--- config.mk ---
export PLATFORM = sky130hd
export DESIGN_NAME = uart_word_packer
export DESIGN_NICKNAME = d
export VERILOG_FILES = /design/src/rtl/sha_uart_pkg.sv /design/src/rtl/uart_word_packer.sv
export SDC_FILE = /design/constraint.sdc
export NUM_CORES = 1
export LEC_CHECK = 0
export CORE_MARGIN = 2
export CORE_UTILIZATION = 50
export DETAILED_ROUTE_END_ITERATION = 12
export PLACE_DENSITY = 0.78
export SYNTH_ARGS = -nofsm -noshare
export SYNTH_HDL_FRONTEND = slang
export SYNTH_SLANG_ARGS = --single-unit
--- constraint.sdc ---
create_clock -name clk -period 3.9 [get_ports clk]
set_clock_uncertainty 0.05 [all_clocks]
set_input_delay 0.39 -clock clk [delete_from_list [all_inputs] [get_ports clk]]
set_output_delay 0.39 -clock clk [all_outputs]
set_load 0.005 [all_outputs]
--- src/rtl/sha_uart_pkg.sv ---
`default_nettype none
// ============================================================================
// Module   : sha_uart_pkg
// Brief    : Shared widths and packer FSM encoding for the UART <-> SHA-256 path.
// Revision : 1.0 - initial release
// ============================================================================
package sha_uart_pkg;

    localparam int BYTE_W = 8;
    localparam int WORD_W = 32;

    typedef enum logic [0:0] {
        S_FETCH = 1'b0,
        S_EMIT  = 1'b1
    } packer_state_t;

endpackage : sha_uart_pkg
`default_nettype wire

--- src/rtl/uart_word_packer.sv ---
`default_nettype none
// ============================================================================
// Module   : uart_word_packer
// Brief    : Drains UART RX FIFO bytes into MSB-first 32-bit words on a
//            valid/ready stream, tagging block ends and timing out stalls.
// Revision : 1.0 - initial release
// ============================================================================
module uart_word_packer
    import sha_uart_pkg::*;
#(
    parameter  int WORDS_PER_BLOCK = 16,
    parameter  int TIMEOUT_CYCLES  = 500000,
    localparam int C_IDX_W         = (WORDS_PER_BLOCK > 1) ? $clog2(WORDS_PER_BLOCK) : 1
) (
    input  logic               clk,
    input  logic               reset,
    input  logic               rx_empty,
    input  logic [BYTE_W-1:0]  rx_data,
    output logic               rx_read,
    output logic [WORD_W-1:0]  word_data,
    output logic               word_valid,
    input  logic               word_ready,
    output logic               word_last,
    output logic [C_IDX_W-1:0] word_idx,
    output logic               timeout_err,
    output logic               busy
);

    localparam int               C_TMO_W    = (TIMEOUT_CYCLES > 0) ? $clog2(TIMEOUT_CYCLES + 1) : 1;
    localparam logic [C_IDX_W-1:0] C_LAST_IDX = C_IDX_W'(WORDS_PER_BLOCK - 1);

    packer_state_t      state_q;
    logic [WORD_W-1:0]  shreg_q;
    logic [1:0]         byte_cnt_q;
    logic [C_IDX_W-1:0] word_idx_q;
    logic [C_IDX_W-1:0] word_idx_d;
    logic [C_TMO_W-1:0] tmo_cnt_q;
    logic               timeout_err_q;

    logic               w_pop;
    logic               w_busy;
    logic               w_idle;
    logic               w_tmo_fire;
    logic               w_valid;

    assign w_pop   = (state_q == S_FETCH) && !rx_empty;
    assign w_busy  = (byte_cnt_q != 2'd0) || (word_idx_q != '0);
    assign w_idle  = (state_q == S_FETCH) && w_busy && rx_empty;
    assign w_valid = !reset && (state_q == S_EMIT);

    generate
        if (WORDS_PER_BLOCK == (1 << C_IDX_W)) begin : g_idx_pow2
            assign word_idx_d = word_idx_q + C_IDX_W'(1);
        end else begin : g_idx_cmp
            assign word_idx_d = (word_idx_q == C_LAST_IDX) ? '0 : word_idx_q + C_IDX_W'(1);
        end

        if (TIMEOUT_CYCLES > 0) begin : g_tmo_on
            assign w_tmo_fire = w_idle && (tmo_cnt_q == C_TMO_W'(TIMEOUT_CYCLES - 1));
        end else begin : g_tmo_off
            assign w_tmo_fire = 1'b0;
        end
    endgenerate

    // A pop always wins over an expiring timeout, so a late byte is never lost.
    always_ff @(posedge clk) begin
        if (reset) begin
            state_q       <= S_FETCH;
            shreg_q       <= '0;
            byte_cnt_q    <= 2'd0;
            word_idx_q    <= '0;
            tmo_cnt_q     <= '0;
            timeout_err_q <= 1'b0;
        end else begin
            timeout_err_q <= 1'b0;
            case (state_q)
                S_FETCH: begin
                    if (w_pop) begin
                        shreg_q    <= {shreg_q[WORD_W-BYTE_W-1:0], rx_data};
                        byte_cnt_q <= byte_cnt_q + 2'd1;
                        tmo_cnt_q  <= '0;
                        if (byte_cnt_q == 2'd3) begin
                            state_q <= S_EMIT;
                        end
                    end else if (w_tmo_fire) begin
                        shreg_q       <= '0;
                        byte_cnt_q    <= 2'd0;
                        word_idx_q    <= '0;
                        tmo_cnt_q     <= '0;
                        timeout_err_q <= 1'b1;
                    end else if (w_idle && (TIMEOUT_CYCLES != 0)) begin
                        tmo_cnt_q <= tmo_cnt_q + C_TMO_W'(1);
                    end else begin
                        tmo_cnt_q <= '0;
                    end
                end
                S_EMIT: begin
                    tmo_cnt_q <= '0;
                    if (word_ready) begin
                        state_q    <= S_FETCH;
                        word_idx_q <= word_idx_d;
                    end
                end
                default: begin
                    state_q <= S_FETCH;
                end
            endcase
        end
    end

    assign rx_read     = !reset && w_pop;
    assign word_valid  = w_valid;
    assign word_data   = w_valid ? shreg_q : '0;
    assign word_last   = w_valid && (word_idx_q == C_LAST_IDX);
    assign word_idx    = reset ? '0 : word_idx_q;
    assign timeout_err = !reset && timeout_err_q;
    assign busy        = !reset && w_busy;

endmodule : uart_word_packer
`default_nettype wire

[Word level (Yosys, flattened, before mapping)]
Cells that the tools add are included.
Word-level totals
  bits in registers: 59
  word-level logic and storage cells: 53
Cells by class
  reductions and logical operators: 18
  equal/unequal tests: 6
  muxes and demuxes: 19
  add/subtract/negate cells: 3
  bitwise logic cells: 1
Operator list (count)
  32-bit two-way mux: 3
  19-bit two-way mux: 3
  19-bit case mux with 2 select lines: 1
  19-bit by 1-bit adder with 19-bit output, second input constant: 1
  19-bit equality test, second input constant: 1
  4-bit two-way mux: 4
  1-bit logical AND: 9
  4-bit case mux with 2 select lines: 1
  2-bit != test, second input constant: 3
  4-bit by 1-bit adder with 4-bit output, second input constant: 1
  4-bit equality test, second input constant: 1
  1-bit two-way mux: 4
  2-bit two-way mux: 2
  2-bit nonzero test: 2
  4-bit nonzero test: 1
  3-bit AND reduction: 1
  3-bit OR reduction: 1
  2-bit by 1-bit adder with 2-bit output, second input constant: 1
  2-bit equality test, second input constant: 1
  1-bit zero test: 2
  1-bit case mux with 2 select lines: 1
  2-bit AND reduction: 1
  1-bit logical OR: 1
  1-bit NOT: 1

[Longest topological paths before layout]
Gate-level depths: netlist (run 1).
  depth after elaboration: 8
  gate-level depth with buffers: 7
  depth with buffers taken out: 6

[Worst setup path before layout (run 1)]
No wires, ideal clock.
  path kind: reg2reg
  from: register tmo_cnt_q[0]
  to: register shreg_q[24]
  data required time: 3.733 ns
  arrival time: 1.593 ns
  cell stages (with the launch flop): 7
  library setup time: 0.117 ns
  clock period less this slack: 1.760 ns
  path slack: 2.140 ns
  cell sequence: dfxtp_1 -> ha_1 -> nand4_1 -> nor3b_2 -> a311oi_4 -> buf_6 -> a22o_1
Between the ends
  word-level cells in the longest chain between the ends: 4
Ends and longest elaborated chain
  start, declared: RTL line uart_word_packer.sv:37  | logic [C_TMO_W-1:0] tmo_cnt_q;
  start signal, assigned: RTL line uart_word_packer.sv:92  | tmo_cnt_q <= tmo_cnt_q + C_TMO_W'(1);
  19-bit equality test: RTL line uart_word_packer.sv:59  | assign w_tmo_fire = w_idle && (tmo_cnt_q == C_TMO_W'(TIMEOUT_CYCLES - 1));
  1-bit logical AND: RTL line uart_word_packer.sv:59
  2-bit nonzero test (no source line)
  2-bit AND reduction (no source line)
  end signal, assigned: RTL line uart_word_packer.sv:79  | shreg_q <= {shreg_q[WORD_W-BYTE_W-1:0], rx_data};
  end, declared: RTL line uart_word_packer.sv:33  | logic [WORD_W-1:0] shreg_q;
No other way between the ends.
A chain may end at the register's enable or synchronous reset.

[Worst setup path after layout (run 1)]
  from: input port reset
  to: output port word_data[7]
Between the ends
  word-level cells in the longest chain between the ends: 3
Ends and longest elaborated chain
  start, declared: RTL line uart_word_packer.sv:16  | input logic reset,
  1-bit zero test: RTL line uart_word_packer.sv:49  | assign w_valid = !reset && (state_q == S_EMIT);
  1-bit logical AND: RTL line uart_word_packer.sv:49
  32-bit two-way mux: RTL line uart_word_packer.sv:113  | assign word_data = w_valid ? shreg_q : '0;
  end, declared: RTL line uart_word_packer.sv:20  | output logic [WORD_W-1:0] word_data,
No other way between the ends.

==> results of run 1 <==
## per-stage QoR
stage | worst slack (ps) | total power (W)
final | 973 | 0.00135
after global routing | 799 | 0.00140
after CTS | 948 | 0.00136
after detailed placement | 955 | 0.000700
after global placement | 1020 | 0.000699
after floorplan | 2140 | 0.000675
## metal layers
| layer | global-route usage | part of all wire | up-vias | wire [um] |
|---|---|---|---|---|
| met2 | 0.317 | 0.48 | 75 | 2610 |
| met3 | 0.0412 | 0.054 | 13 | 295 |
| met1 | 0.232 | 0.45 | 1037 | 2440 |
| met5 | 0 | 0 | - | 0 |
| li1 | - | - | 1098 | - |
| met4 | 0.102 | 0.021 | 0 | 112 |
## critical path, stage by stage
cell	delay (ps)
clkdlybuf4s50_1	400
buf_4	190
nand2b_1	210
inv_1	540
and2_1	220
clkdlybuf4s50_1	520
## cell usage after synthesis (3+ instances only)
| cell | number |
|---|---|
| a22o_1 | 30 |
| xnor2_1 | 10 |
| a21oi_1 | 3 |
| o21ai_0 | 5 |
| nand2b_1 | 3 |
| nand3_1 | 11 |
| nor3_1 | 5 |
| nand4_1 | 7 |
| ha_1 | 5 |
| clkbuf_1 | 6 |
| inv_1 | 9 |
| buf_2 | 5 |
| or2_2 | 3 |
| buf_6 | 5 |
| nor2_1 | 28 |
| a22o_2 | 3 |
| nor4_1 | 8 |
| and2_1 | 32 |
| nor2b_1 | 3 |
| nand2_1 | 12 |
| xor2_1 | 3 |
| dfxtp_1 | 59 |
## state kept, by name (all words and copies together) (netlist names)
signal,flops
state_q,1
tmo_cnt_q,19
timeout_err_q,1
byte_cnt_q,2
shreg_q,32
word_idx_q,4
## cell type report
type                            count  area [um^2]  area share
Clock buffer                        9          124      0.0362
Inverter                            9         33.8     0.00987
Sequential cell                    59         1180       0.345
Timing Repair Buffer               56          551       0.161
Multi-Input combinational cell    195         1330       0.388
Tap cell                           70         87.6      0.0256
Clock inverter                      7          116      0.0340
## worst max-delay path by stage
stage | start | to | slack, ps | cells after the start
2_1_floorplan | tmo_cnt_q[0]$_SDFF_PP0_ | shreg_q[24]$_SDFFE_PP0P_ | 2140 | 6
3_3_place_gp | reset | word_data[6] | 1020 | 6
3_5_place_dp | reset | word_data[7] | 960 | 6
4_1_cts | reset | word_data[7] | 950 | 6
5_1_grt | reset | word_data[5] | 800 | 6
6_report | reset | word_data[7] | 970 | 6
## power breakdown
| part | leakage [nW] | total, W | internal, W | switching (W) |
|---|---|---|---|---|
| sequential | 0.478 | 0.000625 | 0.000615 | 0.0000101 |
| combinational | 0.603 | 0.0000609 | 0.0000307 | 0.0000301 |
| clock | 0.119 | 0.000665 | 0.000423 | 0.000242 |
## cell families (layout without fill, tap and decap cells)
family                     Yosys count  in the layout  share of synthesized area
and+or+nand+nor                    122            122                      0.257
DFF                                 59             59                      0.447
AOI/OAI and AO/OA                   52             52                      0.166
buffers and inverters               25             81                     0.0520
xor gates and xnor gates            13             13                     0.0430
adders and majority gates            5              5                     0.0237
muxes                                3              3                     0.0118
==> flow_metrics.tcl, run 1 <==
set metrics [dict create \
    gp_congestion 0.860 \
    postCtsSetupBuffers 0 \
    synth_top_cell_by_area "dfxtp_1" \
    final_cell_mix "dfxtp_1, clkdlybuf4s50_1, and2_1" \
    fin_crit_ps 2930 \
    track_usage 0.191 \
    rows 26 \
    synth_area_leaders "dfxtp_1, a22o_1, and2_1, nor2_1, xnor2_1" \
    coreArea_mm2 0.00511 \
    netlist.area_leader.share 0.447 \
    drc_errors 0 \
    place_area_mm2 0.00318 \
    antenna_cells 0 \
    end_kind "output port" \
    whs_ps 419 \
    syn_to_final_growth_pct 29.4 \
    maxCapViolations 0 \
    r2r_setup_slack_ps 1550 \
    dp.cells 389 \
    ant_nets 0 \
    clock_path_buffers 2 \
    async_flop_share 0 \
    yosys_most_used_dff "dfxtp_1" \
    ys_warn_count 0 \
    grt_max_degree 35 \
    hold_viol_final 0 \
    final_area_mm2 0.00342 \
    cts_resized 0 \
    whs_path_depth 1 \
    grt_overflow_total 0 \
    ir_worst_vdd_v 0.000282 \
    final_max_slew_viol_count 0 \
    cts_buffers 9 \
    critPathArrivalTime_ps 2490 \
    synth_edf_count 0 \
    numClockSinks 59 \
    first_iter_violations 117 \
    min_to "shreg_q[24]$_SDFFE_PP0P_" \
    max_freq_mhz 342 \
    syn_inst 279 \
    powerDensity_mw_per_mm2 395 \
    timing.rr.start "tmo_cnt_q[0]$_SDFF_PP0_" \
    cts_root_buffer "clkbuf_8" \
    final_cells 405 \
    synth-seq-cells 59 \
    fill_cells 420 \
    grt_pass1_vias 2037 \
    cts_tree "yes" \
    worstHoldPathType "flip-flop to flip-flop" \
    final_common_cell "dfxtp_1" \
    dp_hpwl_um 3790 \
    start_kind "primary input" \
    portBuffers 52 \
    vias 2223 \
    ios 53 \
    status "finished, final reports clean" \
    htree_levels 3 \
    die_area_mm2 0.00589 \
    post-route-period-util 0.750 \
    wl_per_cell_um 13.5 \
    die_h_um 76.7 \
    min_from "shreg_q[24]$_SDFFE_PP0P_" \
    path_clk_slew_ps 60 \
    die_x_um 76.7 \
    crit_required_ps 3460 \
    postCtsHoldBufs 0 \
    nNetsFinal 347 \
    grt_pass1_wl_um 9140 \
    utilization 0.670 \
    crit_fanout 34 \
    seq_area_frac_synth 0.447 \
    start_util 0.518 \
    relSlewSlack 0.400 \
    synth_area_mm2 0.00265 \
    reg2reg_depth 6 \
    tns_ps 0 \
    synth.distinct_cells 43 \
    rsz0062_at_grt "false" \
    r2r_end "shreg_q[8]$_SDFFE_PP0P_" \
    drive_above_1_share 0.104 \
    crit_type "primary input to output port" \
    final-setup-viol-count 0 \
    syn_nets 296 \
    vias_per_cell 5.49 \
    antenna_found_initial 0 \
    insertion_delay_ps 330 \
    syn_area_per_cell_um2 9.48 \
    first_pass_iters 4 \
    worst_slew_pin_slew_ps 900 \
    leakage_nw 1.20 \
    wirelength_um 5460 \
]
Note: power is estimated with default switching activity, not from simulation.
==> inputs of run 2 (changes only) <==
--- a/config.mk
+++ b/config.mk
@@ -6,9 +6,9 @@
 export NUM_CORES = 1
 export LEC_CHECK = 0
 export CORE_MARGIN = 2
-export CORE_UTILIZATION = 50
+export CORE_UTILIZATION = 46
 export DETAILED_ROUTE_END_ITERATION = 12
-export PLACE_DENSITY = 0.78
+export PLACE_DENSITY = 0.75
 export SYNTH_ARGS = -nofsm -noshare
 export SYNTH_HDL_FRONTEND = slang
 export SYNTH_SLANG_ARGS = --single-unit
==> constraint.sdc (replaced) <==
create_clock -name clk -period 2.49 [get_ports clk]
set_clock_uncertainty 0.05 [all_clocks]
set_input_delay 0.249 -clock clk [delete_from_list [all_inputs] [get_ports clk]]
set_output_delay 0.249 -clock clk [all_outputs]
set_load 0.005 [all_outputs]
==> flow_metrics.tcl, run 2 (synthesized netlist as in run 1, its figures left out) <==
set metrics [dict create \
    status "finished, final reports clean" \
    min_from "shreg_q[30]$_SDFFE_PP0P_" \
    crit_family "buffers and inverters" \
    worst_slew_pin_slew_ps 728 \
    min_to "shreg_q[30]$_SDFFE_PP0P_" \
    critPathArrivalTime_ps 1920 \
    crit_fanout 34 \
    vias 2226 \
    utilization 0.611 \
    r2r_setup_slack_ps 410 \
    track_usage 0.177 \
    r2r_end "shreg_q[4]$_SDFFE_PP0P_" \
    pre_cts_ws_ps 298 \
    antenna_found_initial 0 \
    cts_buffers 9 \
    grt_pass1_wl_um 8850 \
    powerDensity_mw_per_mm2 566 \
    tns_ps 0 \
    path_clk_slew_ps 70 \
    htree_levels 3 \
    die_area_mm2 0.00637 \
    clock_path_buffers 2 \
    die_x_um 79.8 \
    ir_worst_vdd_v 0.000298 \
    path_cells "nand2b_1 > inv_1 > buf_4 > and2_1 > clkdlybuf4s50_1" \
    top_register "shreg_q" \
    cts_root_buffer "clkbuf_8" \
    p_switching_w 0.000424 \
    maxCapViolations 0 \
    grt_max_degree 35 \
    wirelength_um 5480 \
    gp_congestion 0.847 \
    largest_reg_flops 32 \
    seqPwrFrac 0.511 \
    coreArea_mm2 0.00554 \
    timing.rr.start "tmo_cnt_q[0]$_SDFF_PP0_" \
    power_frac_comb 0.050 \
    grt_pass1_vias 1986 \
    critPathBufInv 3 \
    syn_to_final_growth_pct 28.0 \
    drc_errors 0 \
    final_max_slew_viol_count 0 \
    hold_viol_final 0 \
    clkPwrFrac 0.439 \
    ios 53 \
    antenna_cells 0 \
    internal_power_w 0.00149 \
    cts_tree "yes" \
    p_sw_frac 0.222 \
    crit_type "flip-flop to output port" \
    insertion_delay_ps 330 \
    worst_slack_ps 273 \
    die_h_um 79.8 \
    rows 27 \
    crit_required_ps 2190 \
    postCtsHoldBufs 0 \
    dp_hpwl_um 3810 \
    first_iter_violations 65 \
    top_regs "shreg_q (32), tmo_cnt_q (19), word_idx_q (4)" \
    first_pass_iters 4 \
    final_cell_mix "dfxtp_1, clkdlybuf4s50_1, and2_1" \
    relSlewSlack 0.515 \
    whs_path_depth 1 \
    drive_above_1_share 0.110 \
    final-setup-viol-count 0 \
    ant_nets 0 \
    start_util 0.477 \
    dp.cells 392 \
    reg2reg_depth 6 \
    final_common_cell "dfxtp_1" \
    max_freq_mhz 451 \
    grt_overflow_total 0 \
    rsz0062_at_grt "false" \
    vias_per_cell 5.46 \
    end_kind "output port" \
    fin_crit_ps 2220 \
    leakage_nw 1.19 \
    wl_per_cell_um 13.4 \
    nNetsFinal 348 \
    numClockSinks 59 \
    slowest_stage "clkdlybuf4s50_1" \
    portBuffers 52 \
    whs_ps 420 \
    post-route-period-util 0.890 \
    slowest_delay_ps 520 \
    final_cells 408 \
    start_kind "flip-flop" \
    worstHoldPathType "flip-flop to flip-flop" \
]
==> run 2: cell types whose count changed in the layout (fill, tap and decap cells not counted) <==
cell	before	now
clkinv_2	2	5
bufinv_16	3	1
buf_4	4	5
clkbuf_8	9	10
clkinv_4	1	0
clkinvlp_4	1	0
dfxtp_1	59	58
dfxtp_2	0	1
==> run 2: worst reg2reg max path: cells and delay by family (launching register included) <==
kind / cells / cell delay [ps]
DFF: 1 / 350
adders and majority gates: 1 / 270
buffers and inverters: 1 / 370
AOI/OAI and AO/OA: 2 / 730
and+or+nand+nor: 2 / 250
==> run 2: area by class of cell <==
| cell class | count | area, um^2 |
|---|---|---|
| clock buffers | 10 | 138 |
| clock inverters | 6 | 55.1 |
| fillers | 512 | 2150 |
| inverters | 9 | 33.8 |
| multi-input cells | 195 | 1330 |
| flip-flops and latches | 59 | 1180 |
| well taps | 72 | 90.1 |
| repair buffers | 57 | 558 |
==> run 2: how the worst max path moves through the flow <==
stage	startpoint	to	slack, ps	cells after the start
after floorplan	tmo_cnt_q[0]$_SDFF_PP0_	shreg_q[24]$_SDFFE_PP0P_	730	6
after global placement	reset	word_data[7]	330	6
after detailed placement	reset	word_data[31]	300	6
after CTS	state_q$_SDFF_PP0_	word_data[31]	120	5
after global routing	state_q$_SDFF_PP0_	word_data[31]	120	5
final	state_q$_SDFF_PP0_	word_data[31]	270	5
==> run 2: power by group through the flow <==
stage	clock network (W)	registers (W)	logic, W
final	0.000841	0.000979	0.0000948
after detailed placement	0	0.00100	0.0000958
after CTS	0.000861	0.000978	0.0000962
after global routing	0.000907	0.000981	0.000105
after global placement	0	0.000999	0.0000938
after floorplan	0	0.000994	0.0000626
==> run 2: layer usage <==
metal / wire, um / track usage / part of all wire / up-vias
li1: - / - / - / 1099
met1: 2460 / 0.213 / 0.45 / 1037
met2: 2570 / 0.285 / 0.47 / 78
met3: 353 / 0.0645 / 0.064 / 12
met4: 91 / 0.0729 / 0.017 / 0
met5: 0 / 0 / 0 / -
==> run 2: repair_timing <==
item,CTS,global route
setup endpoints to repair,0,8
setup buffers,0,0
resized for setup,0,1
==> run 2: through the flow <==
| stage | instance area (um^2) | total power, W |
|---|---|---|
| CTS | 3380 | 0.00194 |
| detailed placement | 3190 | 0.00110 |
| global placement | 3190 | 0.00109 |
| floorplan | 2650 | 0.00106 |
| global route | 3390 | 0.00199 |
| finish | 3390 | 0.00191 |
==> inputs of run 3 (changes only) <==
==> constraint.sdc (replaced) <==
create_clock -name clk -period 2.49 [get_ports clk]
set_clock_uncertainty 0.05 [all_clocks]
set_input_delay 0.249 -clock clk [delete_from_list [all_inputs] [get_ports clk]]
set_output_delay 0.249 -clock clk [all_outputs]
set_load 0.05 [all_outputs]
==> flow_metrics.tcl, run 3 (synthesized netlist as in run 1, its figures left out) <==
set metrics [dict create \
    rsz0062_at_grt "false" \
    die_x_um 79.8 \
    worst_slew_pin_slew_ps 695 \
    top_register "shreg_q" \
    coreArea_mm2 0.00554 \
    postCtsSetupBuffers 0 \
    syn_to_final_growth_pct 42.8 \
    grt_pass1_wl_um 9590 \
    crit_type "flip-flop to flip-flop" \
    top_regs "shreg_q (32), tmo_cnt_q (19), word_idx_q (4)" \
    path_cells "inv_1 > ha_1 > and4bb_2 > nor2_1 > a311oi_4 > buf_4 > a22o_1" \
    ios 53 \
    die_h_um 79.8 \
    final_max_slew_viol_count 0 \
    status "finished, final reports clean" \
    multi_input_area_mm2 0.00133 \
    clock_path_buffers 2 \
    start_util 0.477 \
    timing.rr.start "word_idx_q[0]$_SDFFE_PP0P_" \
    rows 27 \
    critPathArrivalTime_ps 2320 \
    fin_crit_ps 2100 \
    wirelength_um 5600 \
    whs_path_depth 1 \
    critPathBufInv 2 \
    wl_per_cell_um 13.6 \
    worstHoldPathType "flip-flop to flip-flop" \
    insertion_delay_ps 330 \
    leakage_nw 1.40 \
    min_from "shreg_q[25]$_SDFFE_PP0P_" \
    antenna_cells 0 \
    path_clk_slew_ps 70 \
    hold_viol_final 0 \
    drc_errors 0 \
    whs_ps 424 \
    r2r_end "shreg_q[8]$_SDFFE_PP0P_" \
    fill_cells 424 \
    numClockSinks 59 \
    track_usage 0.191 \
    crit_required_ps 2710 \
    largest_reg_flops 32 \
    vias 2194 \
    pre_cts_ws_ps 408 \
    power_w 0.00207 \
    cts_buffers 9 \
    relSlewSlack 0.536 \
    grt_pass1_vias 2116 \
    post-route-period-util 0.845 \
    vias_per_cell 5.34 \
    reg2reg_depth 7 \
    final_cell_mix "dfxtp_1, buf_12, and2_1" \
    drive_above_1_share 0.236 \
    tns_ps 0 \
    cts_root_buffer "clkbuf_8" \
    final-setup-viol-count 0 \
    start_kind "flip-flop" \
    postCtsHoldBufs 0 \
    nNetsFinal 351 \
    final_common_cell "dfxtp_1" \
    htree_levels 3 \
    first_iter_violations 84 \
    die_area_mm2 0.00637 \
    min_to "shreg_q[25]$_SDFFE_PP0P_" \
    crit_fanout 22 \
    end_kind "flip-flop" \
    crit_family "compound AO/OA/AOI/OAI gates" \
    dp_hpwl_um 4110 \
    powerDensity_mw_per_mm2 547 \
    regArea_mm2 0.00118 \
    first_pass_iters 4 \
    grt_max_degree 35 \
    antenna_found_initial 0 \
    cts_resized 0 \
    gp_congestion 0.896 \
    cts_tree "yes" \
    ir_worst_vdd_v 0.000378 \
    worst-path-stages 7 \
    r2r_setup_slack_ps 390 \
    max_freq_mhz 475 \
    grt_overflow_total 0 \
    portBuffers 52 \
    ant_nets 0 \
    worst_slack_ps 387 \
    maxCapViolations 0 \
    slowest_delay_ps 510 \
    slowest_stage "a311oi_4" \
]
-- run 3: cell types whose count changed in the layout (fill, tap and decap cells not counted), sizes merged --
cell / delta
bufinv: +1
clkbuf: +1
clkinv: -2
buf: +44
clkdlybuf4s50: -41
-- run 3: worst max-delay path by stage --
stage / startpoint / endpoint / slack, ps
after global placement: rx_empty / shreg_q[5]$_SDFFE_PP0P_ / 420
after floorplan: state_q$_SDFF_PP0_ / word_data[22] / 280
after global routing: word_idx_q[0]$_SDFFE_PP0P_ / shreg_q[9]$_SDFFE_PP0P_ / 210
final: word_idx_q[0]$_SDFFE_PP0P_ / shreg_q[8]$_SDFFE_PP0P_ / 390
after detailed placement: rx_empty / shreg_q[20]$_SDFFE_PP0P_ / 410
after CTS: tmo_cnt_q[0]$_SDFF_PP0_ / shreg_q[8]$_SDFFE_PP0P_ / 380
-- run 3: per-layer routing --
| layer | vias to the layer above | global-route usage | wire (um) |
|---|---|---|---|
| met5 | - | 0 | 0 |
| met4 | 0 | 0.117 | 174 |
| met3 | 15 | 0.0475 | 286 |
| met2 | 58 | 0.313 | 2670 |
| met1 | 1015 | 0.224 | 2470 |
| li1 | 1106 | - | - |
-- run 3: report_power, final --
group | switching, W | total [W] | internal [W]
registers | 0.0000160 | 0.000979 | 0.000963
clock network | 0.000364 | 0.000977 | 0.000612
logic | 0.0000585 | 0.000111 | 0.0000528
-- run 3: cell type report --
class	instances	share of cell area
Clock buffer	11	0.0401
Clock inverter	5	0.0199
Inverter	9	0.00895
Multi-Input combinational cell	195	0.352
Sequential cell	59	0.313
Tap cell	72	0.0239
Timing Repair Buffer	60	0.243
-- run 3: metrics by stage --
stage                util  instance area (um^2)  std cells
finish              0.682                  3780        411
global route        0.682                  3780        411
CTS                 0.682                  3780        411
detailed placement  0.641                  3550        395
global placement    0.641                  3550        395
floorplan               -                  2650        279
